<file path="src/rtl/div_unit.sv">
// Iterative 32-bit RV32M divider (DIV/DIVU/REM/REMU), restoring, one quotient bit per clock.
// Optional DIV_UNIT_FAST_SPECIAL_EN: divide-by-zero and signed overflow finish one cycle after accept.
module div_unit (
    input  logic        clk,
    input  logic        rst_n,
    input  logic        start,
    input  logic [31:0] A,
    input  logic [31:0] B,
    input  logic [1:0]  op,
    output logic        busy,
    output logic        done,
    output logic [31:0] out
);

    localparam int unsigned W  = 32;
    localparam int unsigned CW = 5;

    typedef enum logic [1:0] {
        IDLE   = 2'd0,
        CALC   = 2'd1,
        FINISH = 2'd2
    } state_t;

    state_t         state_q, state_d;
    logic [1:0]     op_q, op_d;
    logic [W-1:0]   quo_q, quo_d;    // dividend bits shift out, quotient bits shift in
    logic [W-1:0]   rem_q, rem_d;
    logic [W-1:0]   dvs_q, dvs_d;
    logic [CW-1:0]  cnt_q, cnt_d;
    logic           q_neg_q, q_neg_d;
    logic           r_neg_q, r_neg_d;
    logic           dz_q, dz_d;
    logic           busy_q, busy_d;
    logic           done_q, done_d;
    logic [W-1:0]   out_q, out_d;

    logic           is_signed_c;
    logic [W-1:0]   a_abs_c;
    logic [W-1:0]   b_abs_c;
    logic [W:0]     trial_c;
    logic [W:0]     diff_c;
    logic [W-1:0]   rem_step_c;
    logic [W-1:0]   quo_step_c;
    logic [W-1:0]   q_fix_c;
    logic [W-1:0]   r_fix_c;
    logic [W-1:0]   res_c;

    // Operand conditioning at accept time
    always_comb begin
        is_signed_c = ~op[0];
        a_abs_c     = (is_signed_c && A[W-1]) ? W'(~A + W'(1)) : A;
        b_abs_c     = (is_signed_c && B[W-1]) ? W'(~B + W'(1)) : B;
    end

    // One restoring step plus sign fix-up of the step result
    always_comb begin
        trial_c    = {rem_q, quo_q[W-1]};
        diff_c     = trial_c - {1'b0, dvs_q};
        rem_step_c = diff_c[W] ? trial_c[W-1:0] : diff_c[W-1:0];
        quo_step_c = {quo_q[W-2:0], ~diff_c[W]};
        q_fix_c    = q_neg_q ? W'(~quo_step_c + W'(1)) : quo_step_c;
        r_fix_c    = r_neg_q ? W'(~rem_step_c + W'(1)) : rem_step_c;
        // Zero divisor: the unsigned datapath yields all ones; keep it unnegated
        if (dz_q) begin
            q_fix_c = '1;
        end
        res_c = op_q[1] ? r_fix_c : q_fix_c;
    end

    // Next-state and output logic
    always_comb begin
        state_d = state_q;
        op_d    = op_q;
        quo_d   = quo_q;
        rem_d   = rem_q;
        dvs_d   = dvs_q;
        cnt_d   = cnt_q;
        q_neg_d = q_neg_q;
        r_neg_d = r_neg_q;
        dz_d    = dz_q;
        busy_d  = busy_q;
        done_d  = 1'b0;
        out_d   = out_q;

        unique case (state_q)
            IDLE: begin
                busy_d = 1'b0;
                if (start) begin
                    state_d = CALC;
                    busy_d  = 1'b1;
                    op_d    = op;
                    quo_d   = a_abs_c;
                    dvs_d   = b_abs_c;
                    rem_d   = '0;
                    cnt_d   = '0;
                    q_neg_d = is_signed_c & (A[W-1] ^ B[W-1]);
                    r_neg_d = is_signed_c & A[W-1];
                    dz_d    = (B == '0);
`ifdef DIV_UNIT_FAST_SPECIAL_EN
                    if (B == '0) begin
                        state_d = FINISH;
                        done_d  = 1'b1;
                        out_d   = op[1] ? A : '1;
                    end else if (is_signed_c && (A == 32'h8000_0000) && (B == '1)) begin
                        state_d = FINISH;
                        done_d  = 1'b1;
                        out_d   = op[1] ? '0 : 32'h8000_0000;
                    end
`endif
                end
            end
            CALC: begin
                quo_d = quo_step_c;
                rem_d = rem_step_c;
                cnt_d = cnt_q + CW'(1);
                if (cnt_q == CW'(W - 1)) begin
                    state_d = FINISH;
                    done_d  = 1'b1;
                    out_d   = res_c;
                end
            end
            FINISH: begin
                state_d = IDLE;
                busy_d  = 1'b0;
            end
            default: begin
                state_d = IDLE;
                busy_d  = 1'b0;
            end
        endcase
    end

    // State and datapath registers
    always_ff @(posedge clk or negedge rst_n) begin
        if (!rst_n) begin
            state_q <= IDLE;
            op_q    <= '0;
            quo_q   <= '0;
            rem_q   <= '0;
            dvs_q   <= '0;
            cnt_q   <= '0;
            q_neg_q <= 1'b0;
            r_neg_q <= 1'b0;
            dz_q    <= 1'b0;
            busy_q  <= 1'b0;
            done_q  <= 1'b0;
            out_q   <= '0;
        end else begin
            state_q <= state_d;
            op_q    <= op_d;
            quo_q   <= quo_d;
            rem_q   <= rem_d;
            dvs_q   <= dvs_d;
            cnt_q   <= cnt_d;
            q_neg_q <= q_neg_d;
            r_neg_q <= r_neg_d;
            dz_q    <= dz_d;
            busy_q  <= busy_d;
            done_q  <= done_d;
            out_q   <= out_d;
        end
    end

    assign busy = busy_q;
    assign done = done_q;
    assign out  = out_q;

endmodule

</file>
<file path="config.mk">
export PLATFORM = sky130hd
export DESIGN_NAME = div_unit
export DESIGN_NICKNAME = d
export VERILOG_FILES = /design/src/rtl/div_unit.sv
export SDC_FILE = /design/constraint.sdc
export NUM_CORES = 1
export LEC_CHECK = 0
export CAP_MARGIN = 10
export CORE_MARGIN = 4
export CORE_UTILIZATION = 32
export CTS_BUF_LIST = sky130_fd_sc_hd__clkbuf_16
export DETAILED_ROUTE_END_ITERATION = 12
export HOLD_SLACK_MARGIN = 0.05
export MAX_ROUTING_LAYER = met4
export PLACE_DENSITY = 0.49
export SLEW_MARGIN = 10
export SYNTH_ARGS = -nofsm -noshare
export SYNTH_HDL_FRONTEND = slang
export SYNTH_SLANG_ARGS = --single-unit
</file>
<file path="constraint.sdc">
create_clock -name clk -period 15.15 [get_ports clk]
set_input_delay 1.515 -clock clk [delete_from_list [all_inputs] [get_ports clk]]
set_output_delay 1.515 -clock clk [all_outputs]
set_load 0.05 [all_outputs]
</file>
# Yosys cells after proc, flatten, opt, wreduce, memory -nomap -nowiden

Cells that the tools add are included.
Widths: inputs -> output; s select.

Equality and inequality tests: 4
Muxes and demuxes: 20
$add $sub $neg: 6
Bitwise logic cells: 9
Reduce and logical (&&, ||, !) cells: 9

Operator list:

| cell                  | number |
|---|---|
| $mux 32               | 9 |
| $add 32x1->32 const B | 4 |
| $not 32->32           | 4 |
| $pmux 32 s2           | 2 |
| $sub 33x32->33        | 1 |
| $logic_not 32->1      | 1 |
| $pmux 5 s2            | 1 |
| $reduce_and 2->1      | 4 |
| $add 5x1->5 const B   | 1 |
| $eq 5x5->1 const B    | 1 |
| $mux 5                | 1 |
| $mux 2                | 2 |
| $ne 2x2->1 const B    | 2 |
| $pmux 2 s2            | 1 |
| $mux 1                | 3 |
| $and 1x1->1           | 2 |
| $eq 2x1->1 const B    | 1 |
| $logic_and 1x1->1     | 2 |
| $logic_not 2->1       | 1 |
| $not 1->1             | 2 |
| $pmux 1 s2            | 1 |
| $reduce_bool 2->1     | 1 |
| $xor 1x1->1           | 1 |

Word-level logic and storage cells: 60
Register bits: 142
Output and inout bits: 34

# Longest topological paths before layout

Gate-level depths: netlist of run 1.

Depth after elaboration: 7
Depth in mapped cells: 23
Gate-level depth less buffers: 20

# Least setup slack after synthesis of run 1

Ideal clock, no wire load.

Path kind: reg2reg
Start point: register quo_q[31]
End point: register out_q[28] (netlist: out[28])
Arrival time: 5,007 ps
Cell stages (with the launch flop): 24
Data required time: 15,072 ps
Path slack: 10,065 ps
Buffers on the path: 3
Cell sequence: dfrtp_1 > inv_1 > ha_1 > fa_1 > nand2b_1 > a21oi_1 > a31o_2 > a31o_2 > a41oi_4 > xnor2_4 > inv_2 > buf_6 > buf_2 > buf_2 > nor2_1 > a21oi_1 > ha_1 > nand3b_1 > or2_2 > nor4_1 > o211ai_1 > nor3_2 > mux2_2 > a21oi_1

Cells in the longest elaborated chain, start to end: 7
Elaborated cells on any way between the ends: 11
Classes of those cells: add/sub (3); mux (5); bitwise (3)

RTL lines:

| what                   | line | RTL |
|---|---|---|
| from (decl)            | 26   | `logic [W-1:0] quo_q, quo_d;` |
| from (signal assigned) | 151  | `quo_q <= quo_d;` |
| $sub 33x32->33         | 58   | `diff_c = trial_c - {1'b0, dvs_q};` |
| $not 1->1              | 60   | `quo_step_c = {quo_q[W-2:0], ~diff_c[W]};` |
| $not 32->32            | 61   | `q_fix_c = q_neg_q ? W'(~quo_step_c + W'(1)) : quo_step_c;` |
| $add 32x1->32          | 61   |  |
| $mux 32                | 61   |  |
| $mux 32                | 64   | `if (dz_q) begin` |
| $mux 32 *              | 67   | `res_c = op_q[1] ? r_fix_c : q_fix_c;` |
| to (signal assigned)   | 160  | `out_q <= out_d;` |
| to (decl)              | 35   | `logic [W-1:0] out_q, out_d;` |

Mark *: on every way between the ends. The rest lies on a longest branch, timed or not.
A chain may end at the register's enable or synchronous reset.

# Worst setup path after layout of run 1

Ends and elaborated chain as after synthesis.

==> impl_metrics.tcl, run 1 <==
set metrics [dict create \
    syn_nets 1502 \
    dieWidth_um 196 \
    crit_fanout 48 \
    synth_top_family_by_area "compound AO/OA/AOI/OAI gates" \
    fin_crit_sh 0.412 \
    synth.distinct_cells 78 \
    synth_mux_area_frac 0.0338 \
    synth_common_cells "o21ai_0, dfrtp_1, nand2_1" \
    n_antenna_cell 0 \
    setup_viol 0 \
    synth_top_area_frac 0.314 \
    routedWlPerCell_um 19.5 \
    gr-total-overflow 0 \
    synth-xor-area-share 0.101 \
    endpoint "out[28]$_DFFE_PN0P_" \
    io_buffers 102 \
    timing.final.crit_period_ns 6.24 \
    drv_cap 0 \
    yosys-top-cells-area "dfrtp_1, o21ai_0, xnor2_1" \
    grt_usage 0.201 \
    synthAdderAreaFrac 0.0440 \
    boundaryPins 103 \
    ys_warn_count 0 \
    cts_setup_buffers 0 \
    dr.pass1.iters 5 \
    avgViaCountPerCell 5.52 \
    r2r-start "quo_q[31]$_DFFE_PN0P_" \
    crit_required_ns 15.52 \
    skew_ns 0.0153 \
    htreeDepth 4 \
    synthToLayoutAreaGrowth_pct 17.6 \
    hpwl_um 28600 \
    yosys.area_share.simple 0.194 \
    netlist_area_um2 11300 \
    rsz0062_at_grt "no" \
    die_y_um 196 \
    grt_pass1_wl_um 59900 \
    initial_utilization 0.325 \
    async_flop_share 1.00 \
    yosysSeqAreaShare 0.314 \
    rows 68 \
    hold_viol_final 0 \
    layout.nets 1558 \
    cts_inserted_buffers 17 \
    r2r_slack_ns 8.91 \
    placed_cell_area_um2 12600 \
    hold_buffers 0 \
    synth-seq-cells 141 \
    critPathKind "reg2reg" \
    cp-start-kind "flop" \
    synth.most_common_cell "o21ai_0" \
    drtAntennaViolNets 0 \
    layout-drive-gt1-share 0.0534 \
    r2r_cells 22 \
    syn_inst 1394 \
    max_freq_ghz 0.160 \
    yosys.area.top_type "dfrtp_1" \
    clockBufferDepth 2 \
    syn_avg_cell_area_um2 8.07 \
    crit_path_end_kind "flop" \
    synth_compound_area_frac 0.266 \
    core_area_um2 34600 \
    worst_pin_slew_ns 1.06 \
    root_buffer "clkbuf_16" \
    synth_edf_count 0 \
    setup_tns_ns 0 \
    grt_pass1_vias 10400 \
    dieArea_um2 38200 \
    status "finished clean" \
    finalWeightedCongestion 0.862 \
    slew_viol_final 0 \
    startpoint "quo_q[31]$_DFFE_PN0P_" \
    path_clk_slew_ns 0.06 \
    slew_headroom 0.294 \
    grt_max_degree 92 \
    drc 0 \
    clock_latency_ns 0.45 \
    design_area_um2 13200 \
    ys.flop_type "dfrtp_1" \
    routed_wl_um 37400 \
    vias 10600 \
    antenna_found_initial 0 \
    cp.arrival_ns 6.61 \
    min-delay-path-class "reg2reg" \
    cts_num_sinks 141 \
    cts_tree "done" \
    drt-initial-drc-count 625 \
    postCtsResizedCells 0 \
    timing.rr.end "out[28]$_DFFE_PN0P_" \
]
==> stage by stage <==
stage	setup WS (ns)	util	hold slack, ns	std cells
after floorplan	10.07	-	0.449	1394
after global placement	9.08	0.365	0.461	1886
after CTS	9.00	0.382	0.479	1917
after detailed placement	9.03	0.365	0.465	1886
final	8.91	0.382	0.474	1917
after global routing	8.43	0.382	0.491	1917
==> cell type report <==
type                            instances  area, um^2
Timing Repair Buffer                  114        1110
Tap cell                              455         569
Clock inverter                         14         169
Multi-Input combinational cell       1118        7210
Inverter                               58         218
Fill cell                            3605       21400
Sequential cell                       141        3530
Clock buffer                           17         425
==> critical path, stage by stage, from the launching register on <==
cell and delay (ns):
dfrtp_1 0.39, inv_1 0.06, ha_1 0.22, fa_1 0.40
nand2b_1 0.18, a21oi_1 0.36, a31o_2 0.29, a31o_2 0.28
a41oi_4 0.17, xnor2_4 0.16, buf_4 0.31, inv_2 0.09
buf_4 0.44, nor2_1 0.08, a21oi_1 0.27, ha_1 0.27
nand3b_1 0.11, or2_2 0.31, nor4_1 0.56, o211ai_1 0.31
nor3_2 0.33, mux2_2 0.37, a21oi_1 0.13
==> registers in the layout, indices dropped and copies added (netlist names) <==
name	count
rem_q	32
dz_q	1
done	1
busy	1
op_q	1
r_neg_q	1
out	32
cnt_q	5
q_neg_q	1
quo_q	32
dvs_q	32
state_q	2
==> layout by cell type (no fill, tap or decap), drive strengths merged, types with 6 or more instances in the layout <==
master and instances:
or2 9, nand2b 14, a32o 7, a221oi 15, dfrtp 141, a21o 23
xnor2 64, o211ai 9, nand2 120, nand4 12, a211oi 7, and2 9
nand3 58, nor2 99, clkdlybuf4s50 101, and3 11, o41ai 15, nor4 20
mux2 8, o21a 6, o22ai 10, inv 65, or3 17, clkbuf 17
buf 13, nor3 45, mux2i 29, a31oi 8, or4 9, a22oi 33
nor2b 8, o31ai 21, xor2 63, o21ai 168, a21oi 97, ha 38
==> cells by family (layout without fill, tap and decap cells) <==
| group | after synthesis | in the layout |
|---|---|---|
| compound gates | 470 | 470 |
| simple gates | 445 | 445 |
| flops | 141 | 141 |
| buf+inv | 135 | 203 |
| xor+xnor | 127 | 127 |
| fa+ha+maj | 39 | 39 |
| mux | 37 | 37 |
==> how the worst min path moves through the flow <==
stage	from	end	slack, ns	depth (start not counted)
after floorplan	cnt_q[3]$_DFFE_PN0P_	cnt_q[3]$_DFFE_PN0P_	0.45	1
after global placement	out[3]$_DFFE_PN0P_	out[3]$_DFFE_PN0P_	0.46	1
after detailed placement	out[6]$_DFFE_PN0P_	out[6]$_DFFE_PN0P_	0.46	1
after CTS	out[6]$_DFFE_PN0P_	out[6]$_DFFE_PN0P_	0.48	1
after global routing	out[11]$_DFFE_PN0P_	out[11]$_DFFE_PN0P_	0.49	1
final	out[11]$_DFFE_PN0P_	out[11]$_DFFE_PN0P_	0.47	1
==> layer usage <==
layer | part of all wire | vias up | GRT usage
met1 | 0.48 | 5138 | 0.276
met3 | 0.027 | 43 | 0.0264
met5 | 0 | - | -
met2 | 0.46 | 164 | 0.311
li1 | - | 5235 | -
met4 | 0.026 | 0 | 0.0623
Power of run 1 is not shown: default switching activity piles up to over one toggle a cycle in this logic, so the estimate is an artifact.
==> run 2, diff against run 1 <==
==> constraint.sdc (replaced) <==
create_clock -name clk -period 6.15 [get_ports clk]
set_input_delay 0.615 -clock clk [delete_from_list [all_inputs] [get_ports clk]]
set_output_delay 0.615 -clock clk [all_outputs]
set_load 0.05 [all_outputs]
==> impl_metrics.tcl, run 2 (same netlist as run 1, synthesis figures left out) <==
set metrics [dict create \
    status "finished clean" \
    path_clk_slew_ns 0.06 \
    design_area_um2 13300 \
    postCtsResizedCells 0 \
    root_buffer "clkbuf_16" \
    rows 68 \
    cts_tree "done" \
    layout-drive-gt1-share 0.0567 \
    layout_common_cells "o21ai_0, dfrtp_1, nand2_1" \
    grt_max_degree 94 \
    n_antenna_cell 0 \
    critPathMaxStageDelay_ns 0.59 \
    gr-total-overflow 0 \
    synthToLayoutAreaGrowth_pct 17.8 \
    rsz0062_at_grt "no" \
    slew_viol_final 0 \
    layout.nets 1561 \
    grt_pass1_wl_um 59800 \
    worst_pin_slew_ns 0.957 \
    min-delay-path-class "in2async" \
    placed_cell_area_um2 12700 \
    drt-initial-drc-count 742 \
    timing.final.crit_period_ns 5.37 \
    antenna_found_initial 0 \
    fillers 3549 \
    hold_viol_final 0 \
    setup_viol 0 \
    cp-start-kind "flop" \
    slew_headroom 0.362 \
    max_freq_ghz 0.186 \
    dieArea_um2 38200 \
    core_area_um2 34600 \
    crit_fanout 13 \
    dr.pass1.iters 5 \
    grt_usage 0.201 \
    r2r_cells 19 \
    r2r_slack_ns 0.78 \
    grt_pass1_vias 10400 \
    fin_crit_sh 0.874 \
    clock_latency_ns 0.44 \
    crit_path_end_kind "flop" \
    cts_inserted_buffers 17 \
    hold_buffers 0 \
    layout_commonest_cell "o21ai_0" \
    crit_required_ns 6.51 \
    cts_num_sinks 141 \
    routedWlPerCell_um 19.7 \
    drv_cap 0 \
    dieWidth_um 196 \
    cp.arrival_ns 5.74 \
    critPathKind "reg2reg" \
    io_buffers 102 \
    routed_wl_um 37700 \
    htreeDepth 4 \
    cts_setup_buffers 0 \
    skew_ns 0.00695 \
    slowest_stage "ha_1" \
    die_y_um 196 \
    path_cells "ha_1 -> nand4_2 -> or4_1 -> o22ai_1 -> a31o_2 -> a41oi_4 -> xnor2_4 -> inv_2 -> a21oi_1 -> buf_4 -> ha_1 -> nand3b_1 -> or2_2 -> nor4_1 -> buf_4 -> o211ai_1 -> nor3_2 -> mux2_2 -> a21oi_1" \
    hpwl_um 28900 \
    avgViaCountPerCell 5.54 \
    drtAntennaViolNets 0 \
    boundaryPins 103 \
    clockBufferDepth 2 \
    vias 10600 \
    drc 0 \
    initial_utilization 0.325 \
    finalWeightedCongestion 0.843 \
    setup_tns_ns 0 \
]
==> run 2: cell count changes in the layout (fill, tap and decap cells not counted) <==
cell / delta
clkinv_1: -1
clkinv_2: +2
buf_4: +3
inv_1: -1
clkinv_4: +4
inv_6: -4
==> run 2: area by class of cell <==
class	count	area, um^2	area share
inverters	58	218	0.0164
repair buffers	117	1130	0.0856
flip-flops and latches	141	3530	0.266
clock inverters	14	171	0.0129
well taps	455	569	0.0429
clock buffers	17	425	0.0321
multi-input cells	1118	7210	0.544
==> run 2: worst paths after layout <==
kind / from / end
max: rem_q[18]$_DFFE_PN0P_ / out[28]$_DFFE_PN0P_
min: rst_n / out[25]$_DFFE_PN0P_
max reg2reg: rem_q[18]$_DFFE_PN0P_ / out[28]$_DFFE_PN0P_
min reg2reg: out[6]$_DFFE_PN0P_ / out[6]$_DFFE_PN0P_
max in group asynchronous: rst_n / dvs_q[3]$_DFFE_PN0P_
min in group clk: out[6]$_DFFE_PN0P_ / out[6]$_DFFE_PN0P_
==> run 2: through the flow <==
stage | hold WS [ns] | util | worst slack [ns] | cells
finish | 0.271 | 0.383 | 0.775 | 1920
global route | 0.350 | 0.383 | 0.493 | 1920
CTS | 0.326 | 0.383 | 0.835 | 1920
detailed placement | 0.466 | 0.366 | 0.876 | 1889
global placement | 0.461 | 0.366 | 0.922 | 1889
floorplan | 0.319 | - | 1.07 | 1394
==> run 2: critical path: cells and delay by family, from the launching register on <==
family | cells | cell delay, ns
compound gates | 6 | 1.08
xor+xnor | 1 | 0.27
fa+ha+maj | 2 | 0.79
buf+inv | 3 | 0.51
flops | 1 | 0.45
mux | 1 | 0.37
simple gates | 6 | 1.82
==> run 2: layer usage <==
metal	routed length (um)	track usage
met1	18100	0.274
met3	1070	0.0242
met4	405	0.0372
met2	18100	0.327
met5	0	-
Power of run 2 is left out for the same reason.
